`config.mk`:
```
export PLATFORM = sky130hd
export DESIGN_NAME = wb_stage_pipe_reg
export DESIGN_NICKNAME = d
export VERILOG_FILES = /design/src/rtl/wb_stage_pipe_reg_pkg.sv /design/src/rtl/wb_stage_pipe_reg_fwd_mux.sv /design/src/rtl/wb_stage_pipe_reg.sv
export SDC_FILE = /design/constraint.sdc
export NUM_CORES = 1
export LEC_CHECK = 0
export CORE_MARGIN = 3
export CORE_UTILIZATION = 42
export DETAILED_ROUTE_END_ITERATION = 16
export PLACE_DENSITY = 0.89
export SYNTH_ARGS = -nofsm -noshare
export SYNTH_HDL_FRONTEND = slang
export SYNTH_SLANG_ARGS = --single-unit
export TNS_END_PERCENT = 10
```
`constraint.sdc`:
```
create_clock -name clk -period 2.5 [get_ports clk]
set_input_delay 0.5 -clock clk [delete_from_list [all_inputs] [get_ports clk]]
set_output_delay 0.5 -clock clk [all_outputs]
set_load 0.01 [all_outputs]
```
`src/rtl/wb_stage_pipe_reg_pkg.sv`:
```
// ============================================================================
// Module : wb_stage_pipe_reg_pkg
// Brief  : Shared constants and types for the writeback-boundary pipe register.
// Rev    : 1.0  initial release
// ============================================================================
`default_nettype none

package wb_stage_pipe_reg_pkg;

    // Forwarding source selects, as decoded by the controller from instr_o
    localparam logic [2:0] FWD_SEL_NONE   = 3'd0;
    localparam logic [2:0] FWD_SEL_CALRES = 3'd1;
    localparam logic [2:0] FWD_SEL_DMRD   = 3'd2;
    localparam logic [2:0] FWD_SEL_PC8    = 3'd3;

    // CP0 ExcCode values
    localparam logic [4:0] EXC_NONE    = 5'd0;
    localparam logic [4:0] EXC_INT     = 5'd0;
    localparam logic [4:0] EXC_ADEL    = 5'd4;
    localparam logic [4:0] EXC_ADES    = 5'd5;
    localparam logic [4:0] EXC_SYSCALL = 5'd8;
    localparam logic [4:0] EXC_RI      = 5'd10;
    localparam logic [4:0] EXC_OV      = 5'd12;

    // Per-cycle update action of the stage register
    typedef enum logic [1:0] {
        LD_HOLD  = 2'd0,
        LD_LOAD  = 2'd1,
        LD_FLUSH = 2'd2
    } wb_action_e;

endpackage : wb_stage_pipe_reg_pkg

`default_nettype wire

```
`src/rtl/wb_stage_pipe_reg_fwd_mux.sv`:
```
// ============================================================================
// Module : wb_fwd_mux
// Brief  : Forwarding data select: 0, one of the result lanes, or PC+8.
// Rev    : 1.0  initial release
// ============================================================================
`default_nettype none

module wb_fwd_mux #(
    parameter int DATA_W   = 32,
    parameter int NUM_DATA = 2,
    parameter int SEL_W    = 3
) (
    input  logic [NUM_DATA*DATA_W-1:0] i_data,
    input  logic [DATA_W-1:0]          i_pc,
    input  logic [SEL_W-1:0]           i_sel,
    output logic [DATA_W-1:0]          o_fwd_data
);

    always_comb begin
        o_fwd_data = '0;
        for (int k = 0; k < NUM_DATA; k++) begin
            if (i_sel == SEL_W'(k + 1)) begin
                o_fwd_data = i_data[k*DATA_W +: DATA_W];
            end
        end
        // Link value for jal/jalr; wraps naturally at DATA_W bits
        if (i_sel == SEL_W'(NUM_DATA + 1)) begin
            o_fwd_data = i_pc + DATA_W'(8);
        end
    end

endmodule : wb_fwd_mux

`default_nettype wire

```
`src/rtl/wb_stage_pipe_reg.sv`:
```
// ============================================================================
// Module : wb_stage_pipe_reg
// Brief  : Writeback-boundary pipeline register with Tnew tracking, forwarding
//          bus and retire counter. Optional exception fields: WB_STAGE_EXC_EN.
// Rev    : 1.0  initial release
// ============================================================================
`default_nettype none

module wb_stage_pipe_reg
    import wb_stage_pipe_reg_pkg::*;
#(
    parameter int DATA_W   = 32,
    parameter int NUM_DATA = 2,
    parameter int TNEW_W   = 2,
    parameter int SEL_W    = 3,
    parameter int CNT_W    = 32
) (
    input  logic                       clk,
    input  logic                       reset,
    input  logic                       en,
    input  logic                       flush,
    input  logic                       valid_i,
    input  logic [DATA_W-1:0]          pc_i,
    input  logic [DATA_W-1:0]          instr_i,
    input  logic [NUM_DATA*DATA_W-1:0] data_i,
    input  logic                       wr_en_i,
    input  logic [4:0]                 wr_addr_i,
    input  logic [TNEW_W-1:0]          tnew_i,
    input  logic [SEL_W-1:0]           fwd_sel,
`ifdef WB_STAGE_EXC_EN
    input  logic [4:0]                 exc_code_i,
    input  logic                       bd_i,
    output logic [4:0]                 exc_code_o,
    output logic                       bd_o,
`endif
    output logic                       valid_o,
    output logic [DATA_W-1:0]          pc_o,
    output logic [DATA_W-1:0]          instr_o,
    output logic [NUM_DATA*DATA_W-1:0] data_o,
    output logic                       wr_en_o,
    output logic [4:0]                 wr_addr_o,
    output logic [TNEW_W-1:0]          tnew_o,
    output logic [DATA_W-1:0]          fwd_data,
    output logic [4:0]                 fwd_addr,
    output logic                       fwd_ready,
    output logic [CNT_W-1:0]           retire_cnt
);

    logic                       valid_q,   valid_d;
    logic [DATA_W-1:0]          pc_q,      pc_d;
    logic [DATA_W-1:0]          instr_q,   instr_d;
    logic [NUM_DATA*DATA_W-1:0] data_q,    data_d;
    logic                       wr_en_q,   wr_en_d;
    logic [4:0]                 wr_addr_q, wr_addr_d;
    logic [TNEW_W-1:0]          tnew_q,    tnew_d;
    logic [CNT_W-1:0]           retire_q,  retire_d;
    wb_action_e                 w_action;
    logic                       w_no_exc;

`ifdef WB_STAGE_EXC_EN
    logic [4:0] exc_code_q, exc_code_d;
    logic       bd_q,       bd_d;
    assign w_no_exc = (exc_code_q == EXC_NONE);
`else
    assign w_no_exc = 1'b1;
`endif

    // Flush wins over stall so a bubble can be injected into a held stage
    always_comb begin
        w_action = LD_HOLD;
        if (flush) begin
            w_action = LD_FLUSH;
        end else if (en) begin
            w_action = LD_LOAD;
        end
    end

    always_comb begin
        valid_d   = valid_q;
        pc_d      = pc_q;
        instr_d   = instr_q;
        data_d    = data_q;
        wr_en_d   = wr_en_q;
        wr_addr_d = wr_addr_q;
        tnew_d    = (tnew_q == '0) ? '0 : tnew_q - TNEW_W'(1);
        retire_d  = retire_q;
`ifdef WB_STAGE_EXC_EN
        exc_code_d = exc_code_q;
        bd_d       = bd_q;
`endif
        case (w_action)
            LD_FLUSH: begin
                valid_d   = 1'b0;
                pc_d      = pc_i;
                instr_d   = '0;
                data_d    = '0;
                wr_en_d   = 1'b0;
                wr_addr_d = '0;
                tnew_d    = '0;
`ifdef WB_STAGE_EXC_EN
                exc_code_d = '0;
                bd_d       = 1'b0;
`endif
            end
            LD_LOAD: begin
                valid_d   = valid_i;
                pc_d      = pc_i;
                instr_d   = instr_i;
                data_d    = data_i;
                wr_en_d   = wr_en_i;
                wr_addr_d = wr_addr_i;
                tnew_d    = (tnew_i == '0) ? '0 : tnew_i - TNEW_W'(1);
`ifdef WB_STAGE_EXC_EN
                exc_code_d = exc_code_i;
                bd_d       = bd_i;
`endif
                // The held instruction retires as it leaves the stage
                if (valid_q && w_no_exc) begin
                    retire_d = retire_q + CNT_W'(1);
                end
            end
            default: ;
        endcase
    end

    always_ff @(posedge clk) begin
        if (reset) begin
            valid_q   <= 1'b0;
            pc_q      <= '0;
            instr_q   <= '0;
            data_q    <= '0;
            wr_en_q   <= 1'b0;
            wr_addr_q <= '0;
            tnew_q    <= '0;
            retire_q  <= '0;
`ifdef WB_STAGE_EXC_EN
            exc_code_q <= '0;
            bd_q       <= 1'b0;
`endif
        end else begin
            valid_q   <= valid_d;
            pc_q      <= pc_d;
            instr_q   <= instr_d;
            data_q    <= data_d;
            wr_en_q   <= wr_en_d;
            wr_addr_q <= wr_addr_d;
            tnew_q    <= tnew_d;
            retire_q  <= retire_d;
`ifdef WB_STAGE_EXC_EN
            exc_code_q <= exc_code_d;
            bd_q       <= bd_d;
`endif
        end
    end

    wb_fwd_mux #(
        .DATA_W   (DATA_W),
        .NUM_DATA (NUM_DATA),
        .SEL_W    (SEL_W)
    ) u_fwd_mux (
        .i_data     (data_q),
        .i_pc       (pc_q),
        .i_sel      (fwd_sel),
        .o_fwd_data (fwd_data)
    );

    assign valid_o    = valid_q;
    assign pc_o       = pc_q;
    assign instr_o    = instr_q;
    assign data_o     = data_q;
    assign wr_en_o    = wr_en_q;
    assign wr_addr_o  = wr_addr_q;
    assign tnew_o     = tnew_q;
    assign retire_cnt = retire_q;
    assign fwd_addr   = (valid_q && wr_en_q) ? wr_addr_q : 5'd0;
    assign fwd_ready  = valid_q && (tnew_q == '0) && w_no_exc;
`ifdef WB_STAGE_EXC_EN
    assign exc_code_o = exc_code_q;
    assign bd_o       = bd_q;
`endif

endmodule : wb_stage_pipe_reg

`default_nettype wire

```
== Word-level counts from Yosys, hierarchy flattened ==
Cells that the tools add are included.

* Register bits after elaboration: 169
* Bits of input ports: 144
* Output and inout port bits: 207
* Word-level logic and storage cells: 38

* Add/sub/neg operators: 4
* Eq/ne operators: 5
* Muxes and demuxes: 14
* Reduce and logical (&&, ||, !) cells: 7

{| class="wikitable"
|+ Operators with widths
! kind !! count
|-
| 64-bit case mux with 2 select lines || 1
|-
| 32-bit two-way mux || 3
|-
| 32-bit case mux with 2 select lines || 1
|-
| 32-bit by 1-bit adder with 32-bit output (second input constant) || 1
|-
| 32-bit by 4-bit adder with 32-bit output (second input constant) || 1
|-
| 5-bit case mux with 2 select lines || 1
|-
| 3-bit by 2-bit equality test with 1-bit output (second input constant) || 2
|-
| 2-bit two-way mux || 3
|-
| 5-bit two-way mux || 1
|-
| 2-bit logical NOT || 2
|-
| 1-bit case mux with 2 select lines || 2
|-
| 2-bit case mux with 2 select lines || 1
|-
| 2-bit by 1-bit subtractor with 2-bit output (second input constant) || 2
|-
| 3-bit by 1-bit equality test with 1-bit output (second input constant) || 1
|-
| 2-bit by 1-bit equality test with 1-bit output (second input constant) || 1
|-
| 2-bit equality test (second input constant) || 1
|-
| 1-bit logical AND || 2
|-
| 2-bit AND reduction || 1
|-
| 2-bit nonzero test || 1
|-
| 2-bit OR reduction || 1
|-
| 1-bit two-way mux || 1
|}

== Logic depth before layout (Yosys ltp) ==
* Depth after elaboration: 4
* Gate-level depth with buffers: 7
* Mapped depth without buffers: 5

== By module ==
A second synthesis with hierarchy kept.

* Cell total of the unflattened synthesis: 887
* Area total of the unflattened synthesis: 7668.6 um^2

{| class="wikitable"
|+ By module, submodules not included
! module !! times used !! cells an instance !! area an instance (um^2) !! sequential area each (um^2)
|-
| wb_stage_pipe_reg || 1 || 664 || 6289.8 || 3383.2
|-
| wb_fwd_mux || 1 || 223 || 1378.8 || 0.0
|}

== Worst setup path before layout ==
No wires, ideal clock.

* Kind: register -> output
* From: reg pc_q[11], in the netlist pc_o[11]
* To: out fwd_data[29]
* Data arrival time: 2.069 ns
* Required time: 2.000 ns
* Path slack: -0.069 ns
* Cell stages (with the launch flop): 6
* Buffers on the path: 1
* Path through: dfxtp_1 -> clkbuf_2 -> nand4_1 -> or4_1 -> or4_1 -> a311oi_1

* Word-level cells in the longest chain between the ends: 2

{| class="wikitable"
|+ Ends and longest elaborated chain
! item !! RTL line !! source
|-
| start: declaration || wb_stage_pipe_reg.sv:50 || <nowiki>logic [DATA_W-1:0] pc_q, pc_d;</nowiki>
|-
| start signal: assignment || wb_stage_pipe_reg.sv:142 || <nowiki>pc_q <= pc_d;</nowiki>
|-
| 32-bit by 4-bit adder with 32-bit output || wb_stage_pipe_reg_fwd_mux.sv:28 || <nowiki>o_fwd_data = i_pc + DATA_W'(8);</nowiki>
|-
| 32-bit two-way mux || wb_stage_pipe_reg_fwd_mux.sv:27 || <nowiki>if (i_sel == SEL_W'(NUM_DATA + 1)) begin</nowiki>
|-
| end: declaration || wb_stage_pipe_reg.sv:43 || <nowiki>output logic [DATA_W-1:0] fwd_data,</nowiki>
|}

No other way between the ends.

== Worst setup path in the final report ==
* From: reg pc_q[3], in the netlist pc_o[3]
* To: out fwd_data[29]

Same word-level chain as after synthesis.

==> impl_metrics.toml <==
[outcome]
outcome = "finished with violations"
failed_checks = "negative setup slack"

[grt]
grt_overflow = 0
grt_antenna_before_repair = 1
grt_max_degree = 109
grt_use_total_pct = 29.24
first_global_vias = 8430
grt_pass1_wl_um = 46090

[critical_path]
ff2ff_path_depth = 5
critPathRequiredTime_ns = 2.00
critPathArrivalTime_ns = 2.43
endpoint_kind = "output port"
cp_common_cell = "or4_4"
worst_setup_path_start_kind = "flop"
cp_slowest_cell = "or4_4"
crit_type = "flop to output port"
critical-path-max-stage-delay_ns = 0.43
path_max_fanout = 8
r2r_slack_ns = 0.28
path_cells = "ha_4 -> nand3_2 -> buf_6 -> or4_4 -> or4_4 -> a311oi_2 -> buf_2"

[hold_path]
holdPathStages = 2
worst_hold_path_type = "flop to flop"

[final_layout]
fin_cells = 1534
syn2layout_area_growth_pct = 65.10
layout_commonest_cell = "clkdlybuf4s50_1"
final_cell_mix = "clkdlybuf4s50_1 (317), dfxtp_1 (161), nor2_1 (139), mux2i_1 (106), nand2_1 (104)"
nets = 1441
fill_cells = 1306
drive_gt1_share_pct = 15.67
final_area_sq_mm = 0.01272

[cts]
hold_buffers = 0
cts_inserted_buffers = 17
cts_tree = "built"
cts.sinks = 169
clk_pin_slew_ns = 0.07
ctsHtreeMaxLevel = 4
insertion_delay_ns = 0.43
cts-root-buf = "clkbuf_16"
cts.path.max_buffers = 2

[synthesis]
synthArstFlopShare_pct = 0
synth_edf_count = 0
synth_flop_cell = "dfxtp_1"
synth_seq_area_share_pct = 43.90
synth_cell_type_count = 58
yosys_warnings = 0
postSynthAreaPerCell_sq_um = 8.535
syn-num-nets = 1049
syn_area_sq_mm = 0.007707
synth_cells = 903
synth-seq-cells = 169

[sta]
setup_viol = 22
max_slew.worst_pin.slew_ns = 0.7996
hold_violations = 0
fmax_mhz = 341.4
fin_skew_ns = 0.01310
slew_headroom_pct = 46.69
slew_viol_final = 0
min_period_ns = 2.929
fin_ws_ns = -0.4295
min_period_over_period_pct = 117.2
rsz0062_at_grt = "yes"

[detailed_routing]
drt-pass1-iter-count = 6
viasPerCell = 5.526
drt_iter0_drc = 550
wl_um = 30340
drt.antenna.violating_nets = 0
wl_per_cell_um = 19.78
vias = 8477
drcViolationCount = 0

[floorplanning]
die-area_sq_mm = 0.02001
core_area_sq_mm = 0.01766
die_w_um = 141.5
fp-row-count = 48
fp.dieH_um = 141.5
ios = 351
initial_core_util_pct = 43.65

[power]
p_leak_nw = 5.085
vdd_drop_max_v = 0.0004559
powerDensity_mw_per_mm2 = 512.7

[placed_design]
placed_cell_area_sq_mm = 0.01192
portBuffers = 350
routabilityCongestion = 0.8955
dp.cells = 1493
dp_hpwl_um = 22780

[flow_run]
max-cap-violations = 0
-- routing by layer --
metal,GRT usage (%),wire length (um),up-vias
li1,-,-,3960
met1,32.43,10980,4003
met2,51.62,15450,431
met3,7.988,2577,83
met4,14.29,1327,0
met5,0,0,-
-- path summary, 6_finish.rpt --
check,end,from
min reg2reg,pc_o[0],pc_o[0]
max,fwd_data[29],pc_o[3]
max reg2reg,retire_cnt[18],retire_cnt[0]
min,pc_o[0],pc_o[0]
-- worst max-delay path: cells and delay by family (launching register included) --
family	cells	cell delay, ns
AOI/OAI and AO/OA	1	0.26
adders and majority gates	1	0.13
buffers and inverters	2	0.33
DFF	1	0.37
and+or+nand+nor	3	0.91
-- registers in the layout, summed over array words and instances, names as in the netlist --
name        flops
retire_cnt     32
wr_addr_o       5
instr_o        32
pc_o           32
tnew_o          2
wr_en_o         1
valid_o         1
data_o         64
-- kinds of logic (layout without fill, tap and decap cells) --
| group | Yosys count | in the layout | share of synthesized area [%] |
|---|---|---|---|
| mux | 116 | 116 | 15.21 |
| simple gates | 375 | 375 | 23.13 |
| other cells | 0 | 1 | 0 |
| compound gates | 142 | 142 | 11.10 |
| fa+ha+maj | 2 | 2 | 0.3246 |
| xor+xnor | 19 | 19 | 2.159 |
| buf+inv | 80 | 485 | 4.172 |
| flops | 169 | 169 | 43.90 |
-- Yosys cell counts (all sizes together), types with 10 or more instances --
cell type | n | area share (%)
or4 | 14 | 1.4
inv | 12 | 0.58
nor3 | 12 | 0.78
xnor2 | 10 | 1.1
nand3 | 22 | 1.4
buf | 18 | 1.1
nand4 | 19 | 1.5
nand2 | 104 | 5.1
a21oi | 61 | 4.0
a22oi | 11 | 1.1
or3 | 15 | 1.2
o21ai | 25 | 1.6
clkbuf | 50 | 2.5
and3 | 10 | 0.89
and4 | 10 | 1.1
mux2i | 107 | 14
dfxtp | 169 | 44
nor2 | 140 | 6.8
-- timing repair --
action,4_1_cts,5_1_grt
resized for setup,108,37
setup endpoints to repair,32,29
pin swaps,13,17
buffers inserted,3,5
-- area by class of cell --
| cell class | count | area (sq um) | area share, % |
|---|---|---|---|
| multi-input cells | 654 | 4227 | 33.22 |
| inverters | 12 | 45.04 | 0.3540 |
| well taps | 225 | 281.5 | 2.212 |
| diodes | 1 | 2.502 | 0.01967 |
| repair buffers | 441 | 4207 | 33.06 |
| clock buffers | 19 | 432.9 | 3.402 |
| flip-flops and latches | 169 | 3396 | 26.69 |
| clock inverters | 13 | 133.9 | 1.052 |
-- through the flow --
stage | TNS [ns] | hold slack (ns) | worst slack [ns] | util, % | total power, mW
floorplan | -0.06295 | 0.4877 | -0.03148 | - | 3.304
global placement | -13.10 | 0.4571 | -0.5744 | 67.49 | 3.938
detailed placement | -14.33 | 0.4754 | -0.5875 | 67.49 | 3.960
CTS | -4.818 | 0.4935 | -0.4206 | 71.19 | 6.540
global route | -6.060 | 0.5255 | -0.5411 | 72.07 | 6.735
finish | -3.776 | 0.4859 | -0.4295 | 72.07 | 6.524
-- power by group --
| part | switching, mW | total, mW | internal [mW] | leakage, nW |
|---|---|---|---|---|
| combinational | 0.480 | 1.07 | 0.589 | 3.43 |
| sequential | 0.0719 | 2.85 | 2.78 | 1.38 |
| clock | 1.20 | 2.60 | 1.40 | 0.273 |
Note: power is estimated with default switching activity, not from simulation.
